### config.mk
export PLATFORM = sky130hd
export DESIGN_NAME = freq_div_led_seq_flat
export DESIGN_NICKNAME = d
export VERILOG_FILES = /design/src/rtl/freq_div_led_seq_if.sv /design/src/rtl/freq_div_led_seq.sv /design/src/flat_wrapper.sv
export SDC_FILE = /design/constraint.sdc
export NUM_CORES = 1
export LEC_CHECK = 0
export ABC_AREA = 1
export CELL_PAD_IN_SITES_DETAIL_PLACEMENT = 1
export CELL_PAD_IN_SITES_GLOBAL_PLACEMENT = 1
export CORE_AREA = 5 5 99 73
export CTS_CLUSTER_DIAMETER = 30
export DETAILED_ROUTE_END_ITERATION = 12
export DIE_AREA = 0 0 104 78
export PLACE_DENSITY_LB_ADDON = 0.2
export SYNTH_ARGS = -nofsm -noshare
export SYNTH_HDL_FRONTEND = slang
export SYNTH_SLANG_ARGS = --single-unit
### constraint.sdc
create_clock -name clock -period 1.8 [get_ports clock]
set_input_delay 0.36 -clock clock [delete_from_list [all_inputs] [get_ports clock]]
set_output_delay 0.36 -clock clock [all_outputs]
set_load 0.1 [all_outputs]
### src/rtl/freq_div_led_seq_if.sv
// Control and LED signals between the board-side driver and the LED sequencer.
interface freq_div_led_seq_if #(
   parameter int N_LED = 8,
   parameter int DIV_W = 8
);
   logic             enable;
   logic [DIV_W-1:0] datain;
   logic [1:0]       mode;
   logic [N_LED-1:0] diode;
   logic             tick;

   modport master (output enable, datain, mode, input diode, tick);
   modport slave  (input enable, datain, mode, output diode, tick);
endinterface

### src/rtl/freq_div_led_seq.sv
// Programmable divider producing a step every 2*D clocks; each step advances an LED pattern.
//   mode_q | meaning
//   0      | rotate toward MSB
//   1      | rotate toward LSB
//   2      | one-hot ping-pong, dir_q selects travel direction
//   3      | bar-fill, then all-off, then restart
module freq_div_led_seq #(
   parameter int N_LED = 8,
   parameter int DIV_W = 8
) (
   input  logic              clock,
   input  logic              reset_n,
   freq_div_led_seq_if.slave bus
);

   localparam logic [1:0] M_ROT_L = 2'd0;
   localparam logic [1:0] M_ROT_R = 2'd1;
   localparam logic [1:0] M_PING  = 2'd2;
   localparam logic [1:0] M_BAR   = 2'd3;

   localparam logic DIR_UP = 1'b0;
   localparam logic DIR_DN = 1'b1;

   localparam logic [N_LED-1:0] LED_LSB = {{(N_LED-1){1'b0}}, 1'b1};
   localparam logic [N_LED-1:0] LED_MSB = {1'b1, {(N_LED-1){1'b0}}};
   localparam logic [DIV_W:0]   CNT_ONE = {{DIV_W{1'b0}}, 1'b1};
   localparam logic [DIV_W-1:0] DIV_ONE = {{(DIV_W-1){1'b0}}, 1'b1};

   logic [DIV_W:0]   cnt_q,   cnt_d;
   logic [DIV_W-1:0] div_q,   div_d;
   logic [1:0]       mode_q,  mode_d;
   logic             dir_q,   dir_d;
   logic [N_LED-1:0] diode_q, diode_d;
   logic             tick_q,  tick_d;

   logic [DIV_W:0]   term;
   logic             onehot;

   // div_q is never zero, so 2*div_q-1 cannot underflow in DIV_W+1 bits
   assign term   = {div_q, 1'b0} - CNT_ONE;
   assign onehot = (diode_q != '0) && ((diode_q & (diode_q - LED_LSB)) == '0);

   always_comb begin
      cnt_d   = cnt_q;
      div_d   = div_q;
      mode_d  = mode_q;
      dir_d   = dir_q;
      diode_d = diode_q;
      tick_d  = 1'b0;
      if (bus.enable) begin
         if (cnt_q == '0) begin
            div_d = (bus.datain == '0) ? DIV_ONE : bus.datain;
         end
         if (cnt_q == term) begin
            cnt_d  = '0;
            tick_d = 1'b1;
            if (bus.mode != mode_q) begin
               mode_d  = bus.mode;
               dir_d   = DIR_UP;
               diode_d = (bus.mode == M_ROT_R) ? LED_MSB : LED_LSB;
            end else begin
               case (mode_q)
                  M_ROT_L: diode_d = onehot ? {diode_q[N_LED-2:0], diode_q[N_LED-1]} : LED_LSB;
                  M_ROT_R: diode_d = onehot ? {diode_q[0], diode_q[N_LED-1:1]} : LED_LSB;
                  M_PING: begin
                     if (!onehot) begin
                        diode_d = LED_LSB;
                        dir_d   = DIR_UP;
                     end else if (dir_q == DIR_UP) begin
                        if (diode_q[N_LED-1]) begin
                           diode_d = diode_q >> 1;
                           dir_d   = DIR_DN;
                        end else begin
                           diode_d = diode_q << 1;
                           if (diode_q[N_LED-2]) dir_d = DIR_DN;
                        end
                     end else begin
                        if (diode_q[0]) begin
                           diode_d = diode_q << 1;
                           dir_d   = DIR_UP;
                        end else begin
                           diode_d = diode_q >> 1;
                           if (diode_q[1]) dir_d = DIR_UP;
                        end
                     end
                  end
                  M_BAR: diode_d = (diode_q == '1) ? '0 : {diode_q[N_LED-2:0], 1'b1};
                  default: diode_d = LED_LSB;
               endcase
            end
         end else begin
            cnt_d = cnt_q + CNT_ONE;
         end
      end
   end

   always_ff @(posedge clock or negedge reset_n) begin
      if (!reset_n) begin
         cnt_q   <= '0;
         div_q   <= DIV_ONE;
         mode_q  <= M_ROT_L;
         dir_q   <= DIR_UP;
         diode_q <= LED_LSB;
         tick_q  <= 1'b0;
      end else begin
         cnt_q   <= cnt_d;
         div_q   <= div_d;
         mode_q  <= mode_d;
         dir_q   <= dir_d;
         diode_q <= diode_d;
         tick_q  <= tick_d;
      end
   end

   assign bus.diode = diode_q;
   assign bus.tick  = tick_q;

endmodule

### src/flat_wrapper.sv
// flat-port wrapper written by rule: the top's interface ports become plain ports
module freq_div_led_seq_flat 
#(
   parameter int N_LED = 8,
   parameter int DIV_W = 8
)
  (clock, reset_n, bus_enable, bus_datain, bus_mode, bus_diode, bus_tick);
  freq_div_led_seq_if #(.N_LED(N_LED), .DIV_W(DIV_W)) bus_i ();
  input  logic clock;
  input  logic reset_n;
  input wire logic [$bits(bus_i.enable)-1:0] bus_enable;
  input wire logic [$bits(bus_i.datain)-1:0] bus_datain;
  input wire logic [$bits(bus_i.mode)-1:0] bus_mode;
  output wire logic [$bits(bus_i.diode)-1:0] bus_diode;
  output wire logic [$bits(bus_i.tick)-1:0] bus_tick;
  assign bus_i.enable = bus_enable;
  assign bus_i.datain = bus_datain;
  assign bus_i.mode = bus_mode;
  assign bus_diode = bus_i.diode;
  assign bus_tick = bus_i.tick;
  freq_div_led_seq #(.N_LED(N_LED), .DIV_W(DIV_W)) u_core (.clock(clock), .reset_n(reset_n), .bus(bus_i));
endmodule
### Word level (Yosys, flattened, before mapping)

Cells that the tools add are included.
Widths: inputs -> output; s select.

| storage, ports and cells | value |
|---|---|
| output and inout bits | 9 |
| bits in registers | 29 |

| cells by class | value |
|---|---|
| bitwise logic cells | 1 |
| equality and inequality tests | 7 |
| reduce and logical (&&, ||, !) cells | 11 |
| $add $sub $neg | 3 |
| muxes and demuxes | 22 |

Operator list:

| cell | number |
|---|---|
| $mux 8 | 10 |
| $pmux 8 s4 | 1 |
| $logic_not 8->1 | 2 |
| $mux 1 | 10 |
| $add 9x1->9 const B | 1 |
| $eq 9x9->1 | 1 |
| $logic_not 9->1 | 1 |
| $mux 9 | 1 |
| $sub 9x1->9 const B | 1 |
| $and 8x8->8 | 1 |
| $eq 8x8->1 const B | 1 |
| $reduce_bool 8->1 | 1 |
| $sub 8x1->8 const B | 1 |
| $reduce_and 3->1 | 2 |
| $eq 2x1->1 const B | 2 |
| $eq 2x2->1 const B | 2 |
| $reduce_and 2->1 | 2 |
| $logic_not 2->1 | 1 |
| $ne 2x2->1 | 1 |
| $reduce_bool 2->1 | 1 |
| $logic_and 1x1->1 | 1 |

### Longest topological paths before layout

Gate-level depths: netlist of run 1.

| depth | value |
|---|---|
| depth after elaboration | 7 |
| mapped depth | 14 |
| depth with buffers taken out | 14 |

### Worst setup path before layout of run 1

No wires, ideal clock.

| path | value |
|---|---|
| path type | register to register |
| start | register u_core.diode_q[7] (netlist: u_core.bus.diode[7]) |
| end | register u_core.diode_q[5] (netlist: u_core.bus.diode[5]) |
| stages on the path, launching flop included | 11 |
| period minus slack after synthesis | 2247 ps |
| required time | 1722 ps |
| library setup time | 78 ps |
| data arrival time | 2169 ps |
| path buffers | 2 |
| path slack | -447 ps |
| cells stage by stage | dfrtp_1 -> buf_2 -> nor2_1 -> nor2_1 -> o21ai_1 -> nor2_4 -> buf_6 -> nand3_1 -> nand3b_1 -> nand2_1 -> o21ai_1 |

| on the way | value |
|---|---|
| word-level cells in the longest chain between the ends | 7 |
| elaborated cells between the ends (all ways) | 14 |

Ends and longest elaborated chain:

| what | RTL line | source |
|---|---|---|
| start, declared | freq_div_led_seq.sv:33 | `logic [N_LED-1:0] diode_q, diode_d;` |
| start signal, assigned | freq_div_led_seq.sv:110 | `diode_q <= diode_d;` |
| $sub 8x1->8 | freq_div_led_seq.sv:41 | `assign onehot = (diode_q != '0) && ((diode_q & (diode_q - LED_LSB)) == '0);` |
| $and 8x8->8 | freq_div_led_seq.sv:41 |  |
| $logic_not 8->1 | freq_div_led_seq.sv:41 |  |
| $logic_and 1x1->1 | freq_div_led_seq.sv:41 |  |
| $mux 8, on equally long branches | freq_div_led_seq.sv:66, freq_div_led_seq.sv:63, freq_div_led_seq.sv:64 |  |
| $pmux 8 s4 * | freq_div_led_seq.sv:62 | `case (mode_q)` |
| $mux 8 * | freq_div_led_seq.sv:57 | `if (bus.mode != mode_q) begin` |

Mark *: on every way between the ends. The rest lies on a longest branch, timed or not.
A chain may end at the register's enable or synchronous reset.

### Worst setup path in the final report of run 1

| path | value |
|---|---|
| start | register u_core.div_q[0] |
| end | register u_core.diode_q[4] (netlist: u_core.bus.diode[4]) |

| on the way | value |
|---|---|
| word-level cells in the longest chain between the ends | 3 |

Ends and longest elaborated chain:

| what | RTL line | source |
|---|---|---|
| start, declared | freq_div_led_seq.sv:30 | `logic [DIV_W-1:0] div_q, div_d;` |
| start signal, assigned | freq_div_led_seq.sv:107 | `div_q <= div_d;` |
| $sub 9x1->9 | freq_div_led_seq.sv:40 | `assign term = {div_q, 1'b0} - CNT_ONE;` |
| $eq 9x9->1 | freq_div_led_seq.sv:54 | `if (cnt_q == term) begin` |
| $reduce_and 2->1 (no source line) | n/a |  |

Every way passes these cells.

==> impl_metrics.tcl, run 1 <==
set metrics [dict create \
    drt-total-wl_mm 7.48 \
    gr-total-overflow 0 \
    drc 0 \
    area_delta_synth_final_pct 37.0 \
    path_class "flop to flop" \
    hp-class "input pin to asynchronous set/reset pin" \
    seqPwrFrac_pct 32.9 \
    dr.pass1.iters 4 \
    power_uw 2940 \
    antenna_found_initial 0 \
    core.rowCount 24 \
    setup_ws_ns -0.222 \
    dpl.hpwl_mm 5.95 \
    numCtsBuffers 5 \
    synth_seq_cells 29 \
    num-fill-cells 811 \
    final-seq-area_um2 751 \
    report.final.slew_viol_count 0 \
    min_period_ns 2.02 \
    synth_area_leader_cell "dfrtp_1" \
    layout-drive-gt1-share_pct 23.9 \
    power.switching_uw 1300 \
    synth_top_area_share_pct 30.4 \
    required_ns 2.01 \
    n_antenna_cell 0 \
    failed_checks "setup timing" \
    synth_fp_nets 355 \
    cp-start-kind "flop" \
    vdd_ir_drop_max_v 0.000460 \
    place_area_um2 2860 \
    leakagePower_uw 0.00147 \
    drt-initial-drc-count 98 \
    cts.clk_slew.worst_paths_ns 0.07 \
    track_usage_pct 19.3 \
    grt_max_degree 30 \
    routedWlPerCell_um 15.7 \
    switching_share_pct 44.3 \
    core_um2 6130 \
    clk_latency_ns 0.29 \
    cts_sinks 29 \
    synthesis.area_um2 2220 \
    grt_pass1_vias 2451 \
    start_util_pct 36.3 \
    holdBufCountCts 0 \
    pre_cts_ws_ns -0.317 \
    drtAntennaViolNets 0 \
    post-route-period-util_pct 112 \
    cts_tree "yes" \
    multiInputGateArea_um2 1320 \
    yosys_warnings 0 \
    rsz0062_at_grt "true" \
    finalSetupViolations 20 \
    cts.path.max_buffers 2 \
    place_congestion 0.878 \
    pin_count 22 \
    synth.avg_cell_area_um2 6.55 \
    grt_pass1_wl_mm 12.4 \
    cp_max_fo 6 \
    synth_area_leaders "dfrtp_1, nand2_1, inv_1, nand3_1, o21ai_0" \
    final.setup_skew_ns 0.00348 \
    endpoint_kind "flop" \
    syn-instance-count 339 \
    finalHoldViolCount 0 \
    clock-root-buffer "clkbuf_8" \
    worst_slew_pin_slew_ns 0.397 \
    numPortBuffers 21 \
    vias 2405 \
    comb_power_share_pct 48.6 \
    die-area_um2 8110 \
    ys_seq_area_share_pct 32.8 \
    fmax_mhz 494 \
    p_clk_share_pct 18.6 \
    outcome "finished with violations" \
    die_y_um 78 \
    viasPerCell 5.06 \
    nNetsFinal 412 \
    reg2regPathDepth 11 \
    cp.arrival_ns 2.23 \
    die_x_um 104 \
    internal_power_uw 1640 \
    stdcell_area_um2 3040 \
    maxCapViolCount 0 \
    htree_num_levels 2 \
    ys_types 34 \
    max-slew-margin-rel_pct 73.5 \
    powerDensity_nw_per_um2 967 \
]
-- per-stage QoR --
step | cells | hold WS (ns) | util (%) | setup TNS (ns)
6_report | 475 | 0.459 | 49.7 | -3.09
5_1_grt | 475 | 0.502 | 49.7 | -5.65
4_1_cts | 474 | 0.480 | 49.2 | -3.55
3_5_place_dp | 462 | 0.507 | 46.7 | -4.36
3_3_place_gp | 462 | 0.498 | 46.7 | -2.73
2_1_floorplan | 339 | 0.0644 | - | -0.584
-- area by class of cell --
| cell class | count | share of cell area, % |
|---|---|---|
| repair buffers | 58 | 19.2 |
| clock inverters | 3 | 0.575 |
| clock buffers | 5 | 2.26 |
| flip-flops and latches | 29 | 24.7 |
| multi-input cells | 250 | 43.5 |
| inverters | 52 | 6.58 |
| well taps | 78 | 3.21 |
-- routing by layer --
| layer | routed length (µm) | GRT usage, % | vias up |
|---|---|---|---|
| met1 | 3820 | 28.5 | 1133 |
| li1 | - | - | 1198 |
| met4 | 110 | 6.60 | 0 |
| met3 | 540 | 5.39 | 11 |
| met2 | 3010 | 26.5 | 63 |
| met5 | 0 | 0 | - |
-- critical path: stages (launching register included) --
cell and delay [ns]:
dfstp_2 0.56, inv_4 0.04, ha_4 0.23, xor2_2 0.14, nand2_1 0.07, nor2_1 0.09, nand3_1 0.13, nor2_4 0.19
buf_6 0.12, nand4_1 0.10, buf_6 0.16, o21ai_1 0.11
-- synth_stat cells --
master      n
nor2_4      3
buf_6       3
nor3_1      4
a22oi_1     1
o211ai_1    1
dfstp_2     2
clkbuf_1    1
buf_2       3
inv_2       3
a211oi_1    1
o21ai_1     8
inv_1      49
buf_4       2
or2_2       1
nand3_2     1
nand4_1     8
nand2_1    96
ha_1        3
nand3_1    33
o21bai_1    1
nor2_2      4
nand3b_1    2
nor2_1     29
nand2_2     1
o2111ai_1   1
dfrtp_1    27
xnor2_1     3
xor2_1      7
nand3_4     1
o22ai_1     2
or2_1       2
a21oi_1     9
o21ai_0    26
o21ai_2     1
-- power groups by stage --
stage                     combinational (µW)  sequential [µW]  clock, µW
after floorplan                          823              987          0
after global placement                  1300              970          0
after detailed placement                1360              973          0
after CTS                               1400              963        562
after global routing                    1590              992        592
final                                   1430              967        546
-- layout by cell type (no fill, tap or decap), types with 4 or more instances in the layout --
master and instances:
nand2_2 6, dfrtp_1 20, nor2_1 28, dfrtp_4 4, o21ai_1 5, nor2_4 6, clkdlybuf4s50_1 12, a21oi_1 9
nand2_1 91, nand3_1 31, nand4_1 8, xor2_1 6, o21ai_2 5, buf_12 9, o21ai_0 25, inv_1 47
nor3_1 4, buf_4 35, clkbuf_8 5
-- cells by family after synthesis --
logic type / after synthesis / synth area share [%]
AO/OA/AOI/OAI: 51 / 12.4
XOR/XNOR: 10 / 3.94
adder cells (fa/ha/maj): 3 / 1.69
buffers and inverters: 61 / 11.8
flip-flops: 29 / 32.8
AND/OR/NAND/NOR: 185 / 37.4
-- path summary, 6_finish.rpt --
check,start,to,slack (ns)
min in group clock,u_core.div_q[7],u_core.div_q[7],0.51
worst min register to register,u_core.div_q[7],u_core.div_q[7],0.51
worst max-delay path,u_core.div_q[0],u_core.bus.diode[4],-0.22
worst min-delay path,reset_n,u_core.div_q[6],0.46
worst max register to register,u_core.div_q[0],u_core.bus.diode[4],-0.22
max in group asynchronous,reset_n,u_core.div_q[0],1.00
-- timing repair --
action                     CTS  global route
cloned                       1             0
setup endpoints to repair   20            20
gates resized for setup      9             7
pin swaps                    9             3
buffers inserted             3             1
-- sequential cells by signal, indices dropped and copies added, names as in the netlist --
name              count
u_core.mode_q         2
u_core.div_q          8
u_core.bus.diode      8
u_core.cnt_q          9
u_core.dir_q          1
u_core.bus.tick       1
(Power assumes the default switching activity.)
==> inputs of run 2 (changes only) <==
--- a/config.mk
+++ b/config.mk
@@ -13,6 +13,8 @@
 export DETAILED_ROUTE_END_ITERATION = 12
 export DIE_AREA = 0 0 104 78
 export PLACE_DENSITY_LB_ADDON = 0.2
+export RECOVER_POWER = 100
+export SLEW_MARGIN = 0
 export SYNTH_ARGS = -nofsm -noshare
 export SYNTH_HDL_FRONTEND = slang
 export SYNTH_SLANG_ARGS = --single-unit
==> impl_metrics.tcl, run 2 (same netlist as run 1, synthesis figures left out) <==
set metrics [dict create \
    numPortBuffers 21 \
    final.setup_skew_ns 0.00524 \
    vdd_ir_drop_max_v 0.000463 \
    clock-root-buffer "clkbuf_8" \
    required_ns 2.01 \
    grt_pass1_wl_mm 12.4 \
    pin_count 22 \
    failed_checks "setup timing" \
    timing.rr.end "u_core.bus.diode[4]" \
    rsz0062_at_grt "true" \
    mostFrequentLayoutCells "nand2_1, inv_1, nand3_1" \
    comb_power_share_pct 48.4 \
    ff2ff_setup_slack_ns -0.22 \
    vias 2422 \
    min_period_ns 2.02 \
    die-area_um2 8110 \
    cp.arrival_ns 2.23 \
    powerDensity_nw_per_um2 976 \
    layout-drive-gt1-share_pct 23.2 \
    cts_sinks 29 \
    n_antenna_cell 0 \
    cts_tree "yes" \
    track_usage_pct 19.3 \
    drc 0 \
    final.setup.tns_ns -3.11 \
    die_y_um 78 \
    max-slew-margin-rel_pct 48.7 \
    cp_slowest_stage_delay_ns 0.56 \
    internal_power_uw 1620 \
    cts.path.max_buffers 2 \
    cp_common_cell "buf_6" \
    num-fill-cells 820 \
    power.switching_uw 1300 \
    min_delay_worst_endpoint "u_core.div_q[7]" \
    grt_pass1_vias 2451 \
    core.rowCount 24 \
    path_class "flop to flop" \
    core_um2 6130 \
    min_path_cells 2 \
    fmax_mhz 495 \
    drtAntennaViolNets 0 \
    power_uw 2920 \
    critical-path-top-delay-family "simple AND/OR/NAND/NOR gates" \
    finalHoldViolCount 0 \
    cts.clk_slew.worst_paths_ns 0.07 \
    antenna_found_initial 0 \
    switching_share_pct 44.5 \
    start_util_pct 36.3 \
    finalSetupViolations 20 \
    seqPwrFrac_pct 32.9 \
    area_delta_synth_final_pct 34.7 \
    worstPathCellList "inv_4 > ha_4 > xor2_2 > nand2_1 > nor2_1 > nand3_1 > nor2_4 > buf_6 > nand4_1 > buf_6 > o21ai_1" \
    worst_slew_pin_slew_ns 0.769 \
    reg2regPathDepth 11 \
    nNetsFinal 412 \
    final_common_cell "nand2_1" \
    routedWlPerCell_um 15.8 \
    cp.buffers_inverters 3 \
    p_clk_share_pct 18.7 \
    largest_register_ffs 9 \
    final-seq-area_um2 747 \
    drt-total-wl_mm 7.51 \
    gr-total-overflow 0 \
    setup_ws_ns -0.222 \
    reg2reg_from "u_core.div_q[0]" \
    critical_path.slowest_cell "dfstp_2" \
    dpl.hpwl_mm 5.95 \
    multiInputGateArea_um2 1320 \
    htree_num_levels 2 \
    hold_path.startpoint "u_core.div_q[7]" \
    regMostFlops "u_core.cnt_q" \
    holdBufCountCts 0 \
    report.final.slew_viol_count 0 \
    maxCapViolCount 0 \
    place_congestion 0.878 \
    cp-start-kind "flop" \
    drt-initial-drc-count 108 \
    leakagePower_uw 0.00145 \
    die_x_um 104 \
    cp_max_fo 6 \
    hp-class "flop to flop" \
    clk_latency_ns 0.29 \
    dr.pass1.iters 4 \
    viasPerCell 5.10 \
    outcome "finished with violations" \
    grt_max_degree 30 \
    endpoint_kind "flop" \
    post-route-period-util_pct 112 \
    numCtsBuffers 5 \
]
-- run 2: power groups by stage --
stage               logic [µW]  registers, µW  clock network (µW)
finish                    1410            963                 545
global placement          1300            970                   0
detailed placement        1360            973                   0
CTS                       1400            963                 562
global route              1580            987                 592
floorplan                  823            987                   0
-- run 2: layer usage --
layer  up-vias  track usage (%)  wire length, µm
li1       1198                -                -
met1      1155             28.5             3910
met2        58             26.5             3030
met3        11             5.39              459
met4         0             6.60              109
met5         -                0                0
-- run 2: worst max path at each step --
stage | start | end | slack (ns) | cells after the start
floorplan | u_core.div_q[0] | u_core.bus.diode[3] | -0.07 | 11
global placement | u_core.div_q[0] | u_core.bus.diode[2] | -0.21 | 10
detailed placement | u_core.div_q[0] | u_core.bus.diode[2] | -0.32 | 10
CTS | u_core.div_q[0] | u_core.bus.diode[2] | -0.21 | 11
global route | u_core.div_q[1] | u_core.bus.diode[4] | -0.34 | 11
finish | u_core.div_q[0] | u_core.bus.diode[4] | -0.22 | 11
-- run 2: cell type report --
cell class	instances	area share, %
Tap cell	78	3.26
Clock inverter	3	0.585
Sequential cell	29	25.0
Clock buffer	5	2.30
Timing Repair Buffer	58	18.0
Inverter	52	6.69
Multi-Input combinational cell	250	44.2
-- run 2: what timing repair did --
action,CTS,global route
gates resized for setup,9,7
setup endpoints to repair,20,20
cloned,1,0
setup buffers,3,1
pin swaps,9,3
-- run 2: tightest hold or removal path, stage by stage (launching register included) --
cell and delay, ns:
dfrtp_1 0.36, nand2_1 0.06, o21ai_0 0.06
-- run 2: metrics by stage --
stage               hold WS, ns  setup WS, ns  cells  utilization, %  cell area, µm²
CTS                       0.480        -0.215    474            49.2            3010
detailed placement        0.507        -0.317    462            46.7            2860
finish                    0.514        -0.222    475            48.9            2990
global placement          0.498        -0.212    462            46.7            2860
global route              0.543        -0.343    475            48.9            2990
floorplan                0.0644       -0.0663    339               -            2310
